[config.mk]
export PLATFORM = sky130hd
export DESIGN_NAME = ifetch_flat
export DESIGN_NICKNAME = d
export VERILOG_FILES = /design/src/rtl/ifetch_if.sv /design/src/rtl/ifetch.sv /design/src/flat_wrapper.sv
export SDC_FILE = /design/constraint.sdc
export NUM_CORES = 1
export LEC_CHECK = 0
export ABC_AREA = 1
export CAP_MARGIN = 20
export CORE_AREA = 2 2 142 144
export CTS_CLUSTER_DIAMETER = 150
export DETAILED_ROUTE_END_ITERATION = 8
export DIE_AREA = 0 0 144 146
export GPL_TIMING_DRIVEN = 0
export PLACE_DENSITY = 0.84
export REMOVE_ABC_BUFFERS = 1
export SYNTH_ARGS = -nofsm -noshare
export SYNTH_HDL_FRONTEND = slang
export SYNTH_SLANG_ARGS = --single-unit
[constraint.sdc]
create_clock -name clk -period 1.7 [get_ports clk]
set_clock_uncertainty 0.2 [all_clocks]
set_input_delay 0.17 -clock clk [delete_from_list [all_inputs] [get_ports clk]]
set_output_delay 0.17 -clock clk [all_outputs]
set_load 0.005 [all_outputs]
[src/rtl/ifetch_if.sv]
// rtl/ifetch_if.sv - shared XLEN package and the fetch-unit bus interface (redirect, imem, decode)
package riscv_pkg;
    parameter int XLEN = 32;
endpackage

interface ifetch_if;
    logic                       branch_v_i;
    logic [riscv_pkg::XLEN-1:0] pc_nxt_i;
    logic                       imem_req_o;
    logic [riscv_pkg::XLEN-1:0] imem_addr_o;
    logic                       imem_gnt_i;
    logic                       imem_rvalid_i;
    logic [riscv_pkg::XLEN-1:0] imem_rdata_i;
    logic                       dec_v_o;
    logic [riscv_pkg::XLEN-1:0] dec_instr_o;
    logic [riscv_pkg::XLEN-1:0] dec_pc_o;
    logic                       dec_ready_i;

    modport master (
        input  branch_v_i, pc_nxt_i, imem_gnt_i, imem_rvalid_i, imem_rdata_i, dec_ready_i,
        output imem_req_o, imem_addr_o, dec_v_o, dec_instr_o, dec_pc_o
    );

    modport slave (
        output branch_v_i, pc_nxt_i, imem_gnt_i, imem_rvalid_i, imem_rdata_i, dec_ready_i,
        input  imem_req_o, imem_addr_o, dec_v_o, dec_instr_o, dec_pc_o
    );
endinterface

[src/rtl/ifetch.sv]
// rtl/ifetch.sv - instruction fetch: PC register, single-outstanding imem request FSM, 2-entry decode FIFO
module ifetch #(
    parameter int                  XLEN         = riscv_pkg::XLEN,
    parameter logic [XLEN-1:0]     RESET_VECTOR = '0
) (
    input  logic  clk,
    input  logic  reset_n,
    ifetch_if.master bus
);

    typedef enum logic [1:0] {IDLE, FETCH, WAIT, DROP} state_t;

    state_t          state;
    logic [XLEN-1:0] pc;
    logic [XLEN-1:0] tag;
    logic [XLEN-1:0] fifo_pc    [2];
    logic [XLEN-1:0] fifo_instr [2];
    logic            head;
    logic [1:0]      count;

    logic            req;
    logic            redirect;
    logic [XLEN-1:0] redirect_pc;
    logic            grant;
    logic            push;
    logic            pop;
    logic            wr_slot;

    // Only FETCH requests, and FETCH never has a response pending, so occupancy alone gates it.
    assign req         = (state == FETCH) && (count < 2'd2);
    assign redirect    = bus.branch_v_i;
    assign redirect_pc = bus.pc_nxt_i & ~XLEN'(3);
    assign grant       = req && bus.imem_gnt_i;
    assign push        = (state == WAIT) && bus.imem_rvalid_i && !redirect;
    assign pop         = (count != 2'd0) && bus.dec_ready_i && !redirect;
    assign wr_slot     = head ^ count[0];

    assign bus.imem_req_o  = req;
    assign bus.imem_addr_o = pc;
    assign bus.dec_v_o     = (count != 2'd0);
    assign bus.dec_instr_o = fifo_instr[head];
    assign bus.dec_pc_o    = fifo_pc[head];

    always_ff @(posedge clk or negedge reset_n) begin
        if (!reset_n) begin
            state <= IDLE;
            pc    <= RESET_VECTOR;
            tag   <= '0;
            head  <= 1'b0;
            count <= 2'd0;
            for (int i = 0; i < 2; i++) begin
                fifo_pc[i]    <= '0;
                fifo_instr[i] <= '0;
            end
        end else begin
            if (push) begin
                fifo_pc[wr_slot]    <= tag;
                fifo_instr[wr_slot] <= bus.imem_rdata_i;
            end

            if (redirect) begin
                head  <= 1'b0;
                count <= 2'd0;
            end else begin
                if (pop) begin
                    head <= ~head;
                end
                count <= count + 2'(push) - 2'(pop);
            end

            if (redirect) begin
                pc <= redirect_pc;
            end else if (grant) begin
                pc <= pc + XLEN'(4);
            end

            if (grant) begin
                tag <= pc;
            end

            // A grant coinciding with a redirect still owes a response, which DROP swallows.
            case (state)
                IDLE:  state <= FETCH;
                FETCH: if (grant) state <= redirect ? DROP : WAIT;
                WAIT: begin
                    if (bus.imem_rvalid_i) begin
                        state <= FETCH;
                    end else if (redirect) begin
                        state <= DROP;
                    end
                end
                DROP:  if (bus.imem_rvalid_i) state <= FETCH;
                default: state <= IDLE;
            endcase
        end
    end

endmodule

[src/flat_wrapper.sv]
// flat-port wrapper written by rule: the top's interface ports become plain ports
module ifetch_flat 
#(
    parameter int                  XLEN         = riscv_pkg::XLEN,
    parameter logic [XLEN-1:0]     RESET_VECTOR = '0
)
  (clk, reset_n, bus_branch_v_i, bus_pc_nxt_i, bus_imem_gnt_i, bus_imem_rvalid_i, bus_imem_rdata_i, bus_dec_ready_i, bus_imem_req_o, bus_imem_addr_o, bus_dec_v_o, bus_dec_instr_o, bus_dec_pc_o);
  ifetch_if bus_i ();
  input  logic clk;
  input  logic reset_n;
  input wire logic [$bits(bus_i.branch_v_i)-1:0] bus_branch_v_i;
  input wire logic [$bits(bus_i.pc_nxt_i)-1:0] bus_pc_nxt_i;
  input wire logic [$bits(bus_i.imem_gnt_i)-1:0] bus_imem_gnt_i;
  input wire logic [$bits(bus_i.imem_rvalid_i)-1:0] bus_imem_rvalid_i;
  input wire logic [$bits(bus_i.imem_rdata_i)-1:0] bus_imem_rdata_i;
  input wire logic [$bits(bus_i.dec_ready_i)-1:0] bus_dec_ready_i;
  output wire logic [$bits(bus_i.imem_req_o)-1:0] bus_imem_req_o;
  output wire logic [$bits(bus_i.imem_addr_o)-1:0] bus_imem_addr_o;
  output wire logic [$bits(bus_i.dec_v_o)-1:0] bus_dec_v_o;
  output wire logic [$bits(bus_i.dec_instr_o)-1:0] bus_dec_instr_o;
  output wire logic [$bits(bus_i.dec_pc_o)-1:0] bus_dec_pc_o;
  assign bus_i.branch_v_i = bus_branch_v_i;
  assign bus_i.pc_nxt_i = bus_pc_nxt_i;
  assign bus_i.imem_gnt_i = bus_imem_gnt_i;
  assign bus_i.imem_rvalid_i = bus_imem_rvalid_i;
  assign bus_i.imem_rdata_i = bus_imem_rdata_i;
  assign bus_i.dec_ready_i = bus_dec_ready_i;
  assign bus_imem_req_o = bus_i.imem_req_o;
  assign bus_imem_addr_o = bus_i.imem_addr_o;
  assign bus_dec_v_o = bus_i.dec_v_o;
  assign bus_dec_instr_o = bus_i.dec_instr_o;
  assign bus_dec_pc_o = bus_i.dec_pc_o;
  ifetch #(.XLEN(XLEN), .RESET_VECTOR(RESET_VECTOR)) u_core (.clk(clk), .reset_n(reset_n), .bus(bus_i));
endmodule
[After elaboration in Yosys (flattened, before gate mapping)]
Index checks and enable logic that the tools add are counted.
Storage, ports and cells
  bits in registers: 197
  bits in latches: 0
  memories kept: 0
  bits in read-only memories: 0
  word-level logic and storage cells: 60
  output and inout port bits: 98
  RAM bits: 0
  bits of input ports: 70
Operators by class
  div/mod/pow operators: 0
  muxes and demuxes: 21
  reduce and logical (&&, ||, !) cells: 13
  shifts and indexed selects: 0
  multipliers: 0
  equal/unequal tests: 6
  $add $sub $neg: 3
  order comparisons: 4
  bitwise logic cells: 4
Operators with widths (number)
  32-bit two-way mux: 9
  64-bit bitwise mux: 2
  32-bit by 3-bit adder with 32-bit output, second input constant: 1
  32-bit demux with 1-bit select: 1
  2-bit two-way mux: 5
  2-bit one-hot mux with 4 select lines: 1
  1-bit logical AND: 7
  2-bit nonzero test: 3
  2-bit equality test, second input constant: 2
  2-bit greater-or-equal comparator, second input constant: 2
  1-bit inverter with 2-bit output: 2
  1-bit two-way mux: 3
  3-bit != test, second input constant: 1
  3-bit AND reduction: 1
  2-bit by 1-bit adder with 2-bit output: 1
  2-bit by 1-bit equality test with 1-bit output, second input constant: 1
  2-bit logical NOT: 1
  2-bit by 1-bit less-than comparator with 1-bit output, second input constant: 1
  2-bit less-than comparator, second input constant: 1
  2-bit by 1-bit != test with 1-bit output, second input constant: 1
  2-bit != test, second input constant: 1
  2-bit by 1-bit subtractor with 2-bit output: 1
  1-bit logical NOT: 1
  1-bit inverter: 1
  1-bit bitwise XOR: 1

[Logic depth before layout (Yosys ltp)]
  depth after elaboration: 7
  gate-level depth with buffers: 10
  mapped depth without buffers: 9

[Worst setup path after synthesis]
OpenSTA, ideal clock, no wires.
  path type: reg-to-reg
  from: register u_core.state[1]
  to: register u_core.pc[10], in the netlist u_core.bus.imem_addr_o[10]
  clock period less this slack: 1716 ps
  path buffers: 1
  setup time: 125 ps
  required time: 1375 ps
  cell stages (with the launch flop): 10
  arrival time: 1391 ps
  slack: -16 ps
  cell sequence: dfrtp_1 inv_1 ha_1 inv_1 nor2_1 nand2_1 nand2_1 clkbuf_1 o21ai_0 o21bai_1
Between the ends
  longest elaborated chain between the ends: 4
Ends and longest elaborated chain
  start, declared: RTL line ifetch.sv:13  | state_t state;
  start signal, assigned: RTL line ifetch.sv:84  | FETCH: if (grant) state <= redirect ? DROP : WAIT;
  2-bit by 1-bit equality test with 1-bit output: RTL line ifetch.sv:30  | assign req = (state == FETCH) && (count < 2'd2);
  1-bit logical AND: RTL line ifetch.sv:30
  net bus_imem_req_o: RTL line flat_wrapper.sv:17  | output wire logic [$bits(bus_i.imem_req_o)-1:0] bus_imem_req_o;
  1-bit logical AND: RTL line ifetch.sv:33  | assign grant = req && bus.imem_gnt_i;
  2-bit nonzero test (no line)
  end signal, assigned: RTL line ifetch.sv:72  | pc <= redirect_pc;
  end signal, assigned: RTL line ifetch.sv:74  | pc <= pc + XLEN'(4);
  end, declared: RTL line ifetch.sv:14  | logic [XLEN-1:0] pc;
The timed path passes the listed nets, and every way through them passes these cells.
A chain may end at the register's enable or synchronous reset.

[Worst setup path in the final report]
  from: register u_core.head
  to: output bus_dec_instr_o[28]
Between the ends
  longest elaborated chain between the ends: 4
Ends and longest elaborated chain
  start, declared: RTL line ifetch.sv:18  | logic head;
  start signal, assigned: RTL line ifetch.sv:66  | head <= ~head;
  1-bit inverter with 2-bit output (not written as such): RTL line ifetch.sv:41  | assign bus.dec_instr_o = fifo_instr[head];
  32-bit two-way mux (not written as such) (3 in a row): RTL line ifetch.sv:41
  end, declared: RTL line flat_wrapper.sv:20  | output wire logic [$bits(bus_i.dec_instr_o)-1:0] bus_dec_instr_o;
No other way between the ends. The select of a mux whose other input is x is not followed.

==> metrics.txt <==
status=complete, but fails checks; failing checks=setup timing; leakage power=around 7.7 nW; first-pass GRT wire length=50300 um; simple-gate area share of the yosys netlist=0.246; commonest non-fill, non-tap cell in the layout=nand2_1; CTS max path bufs=2; max-slew violations=0; Initial Util=0.463; grt total ovfl=0; Max Fanout on Critical Path=6; placed instance area=roughly 11000 um2; RSZ-0062 raised after global routing=true; Max Freq=443 MHz; crit path time final=2260 ps; Compound-Gate Fraction of Synth Area=0.116; pre-CTS worst setup slack=-1470 ps; RR Endpoint=u_core.bus.imem_addr_o[21]; mux cell area share after synthesis=0; share of layout cells above drive strength 1=0.467; CTS clk-pin slew, worst paths=70 ps; sequential area share after synthesis=0.528; drt wl/cell=24.5 um; gr usage total=0.318; met3 wire length=5070 um; FILL cells=1000; mapped cell area=8960 um2; most frequent cells in the layout=nand2_1 (255), dfrtp_1 (167), nand2_2 (135); DR top layer=met4; combinational family with the most area after synthesis=simple AND/OR/NAND/NOR gates; Detail Route Antenna Nets=0; vias in the first global route=between 9000 and 10000; hold_ws=roughly 84 ps; Fin. Hold Viols=0; Synth Area in XOR/XNOR=0.0106; total CTS buffers=17; Critical Path Start Type=flip-flop; Syn-to-layout area delta=76.6%; Site Rows=51; DRT iter0 DRCs=between 1000 and 1500; CTS Sinks=between 150 and 200; GPL Wtd Cong=0.866; Slew HR=0.460; Power Density=1360 nW/um2; vias per inst=5.95; final non-filler cell area=15800 um2; Metal-1 WL=between 10000 and 15000 um; residual DRC count=0; H-tree level count=4; Syn Area/Cell=7.71 um2; Worst EP required=approximately 1300 ps; Post-Synth Adder-Cell Area=0.00838; Worst Hold Class=in -> async; maximum VDD drop=951 uV; max cap viols=0; io pins=168; initial antenna violation count=0; worst reg-to-reg setup slack=-470 ps; die area=21000 um2; CP arrival=1890 ps; register bit total from synthesis=189; core area=around 19000 um2; post-synthesis cell type count=27; worst reg2reg path depth=13; yosys warns=0; clock root buffer=clkbuf_16; vias=10445; Critical Path End Type=output port; Final Net Count=1555; die width=144 um; dpl hpwl=14600 um; final period utilization=1.33; TritonRoute pass-1 iters=7; TritonCTS clock tree=yes; largest net degree at the start of global routing=124; Worst R2R Start=u_core.state[1]; WS Path Type=reg -> out; final setup vio count=247; Die Span Y=between 100 and 150 um; final worst slack=-557 ps; met2 routed WL=19700 um; routed wire length=43000 um; PortBufs=161; Antenna Cells=0; Worst-Skew Late Latency=450 ps; Syn Inst Count=1162; worst-margin pin slew=between 800 and 900 ps; post-layout util=0.818
## synth_stat cells, drive strengths merged
cell type    n  area share
clkbuf      34       0.014
xnor2        3      0.0038
and2         2      0.0014
o21ai      189        0.11
o21bai       6      0.0050
o211ai       2      0.0017
nand2      475        0.20
ha           6      0.0084
dfrtp      189        0.53
nand3       42       0.023
xor2         7      0.0068
nor3         2      0.0024
o221ai       1     0.00098
conb         1     0.00042
o21a         1     0.00084
a21oi        3      0.0017
inv        130       0.054
nor2        45       0.019
buf         24       0.022
## what timing repair did
action	4_1_cts	5_1_grt
hold buffers	1	0
gates resized for setup	439	560
setup endpoints to repair	282	283
pin swaps	26	74
gates cloned	41	18
setup buffers	76	74
hold endpoints to repair	66	0
## per-stage QoR
stage	total power, mW	std cells	setup TNS (ps)
after floorplan	9.52	1107	-275170
after global placement	12.2	1533	-2053190
after detailed placement	12.5	1540	-248290
after CTS	17.3	1687	-78950
after global routing	22.4	1756	-93980
final	21.5	1756	-86020
## report_power, final
part / internal [mW] / switching (mW) / total, mW / leakage [nW]
clock: 1.87 / 1.91 / 3.78 / 0.256
combinational: 5.02 / 5.00 / 10.0 / 5.04
sequential: 6.03 / 1.71 / 7.75 / 2.45
## state kept, by name (all words and copies together), names as in the netlist
name,flops
u_core.fifo_instr,64
u_core.fifo_pc,60
u_core.bus.imem_addr_o,30
u_core.tag,30
u_core.count,2
u_core.state,2
u_core.head,1
## cell type report
type                            instances  area, um2  share of cell area
Clock buffer                           18        429              0.0271
Clock inverter                         13       96.3             0.00609
Inverter                              130        531              0.0335
Multi-Input combinational cell        807       5460               0.345
Sequential cell                       189       4760               0.301
Tap cell                              265        332              0.0210
Timing Repair Buffer                  333       4200               0.265
Timing Repair inverter                  1       11.3            0.000712
## worst max path at each step
stage                   startpoint                   endpoint  depth (start not counted)
finish                 u_core.head        bus_dec_instr_o[28]                          9
global route           u_core.head        bus_dec_instr_o[28]                          9
CTS                    u_core.head        bus_dec_instr_o[24]                          9
detailed placement  bus_branch_v_i  u_core.bus.imem_addr_o[6]                          7
global placement           reset_n         u_core.fifo_pc[28]                          1
floorplan              u_core.head       u_core.fifo_instr[0]                          4
## cell families after synthesis
logic type / after synthesis
AND/OR/NAND/NOR: 566
AO/OA/AOI/OAI: 202
flip-flops: 189
buffers and inverters: 188
XOR/XNOR: 10
adder cells (fa/ha/maj): 6
other: 1
## worst max-delay path, cell delays in order (launching register included)
cell,delay [ps]
dfrtp_4,530
buf_12,160
inv_12,50
buf_12,100
buf_12,100
buf_12,110
buf_16,130
nand2_1,60
nand2_1,80
buf_2,120
## routing by layer
layer  GRT usage  vias to the layer above
li1            -                     4294
met1       0.433                     5051
met2       0.498                      820
met3      0.0655                      280
met4       0.129                        0
met5           0                        -
Power figures use the tool's default switching activity.
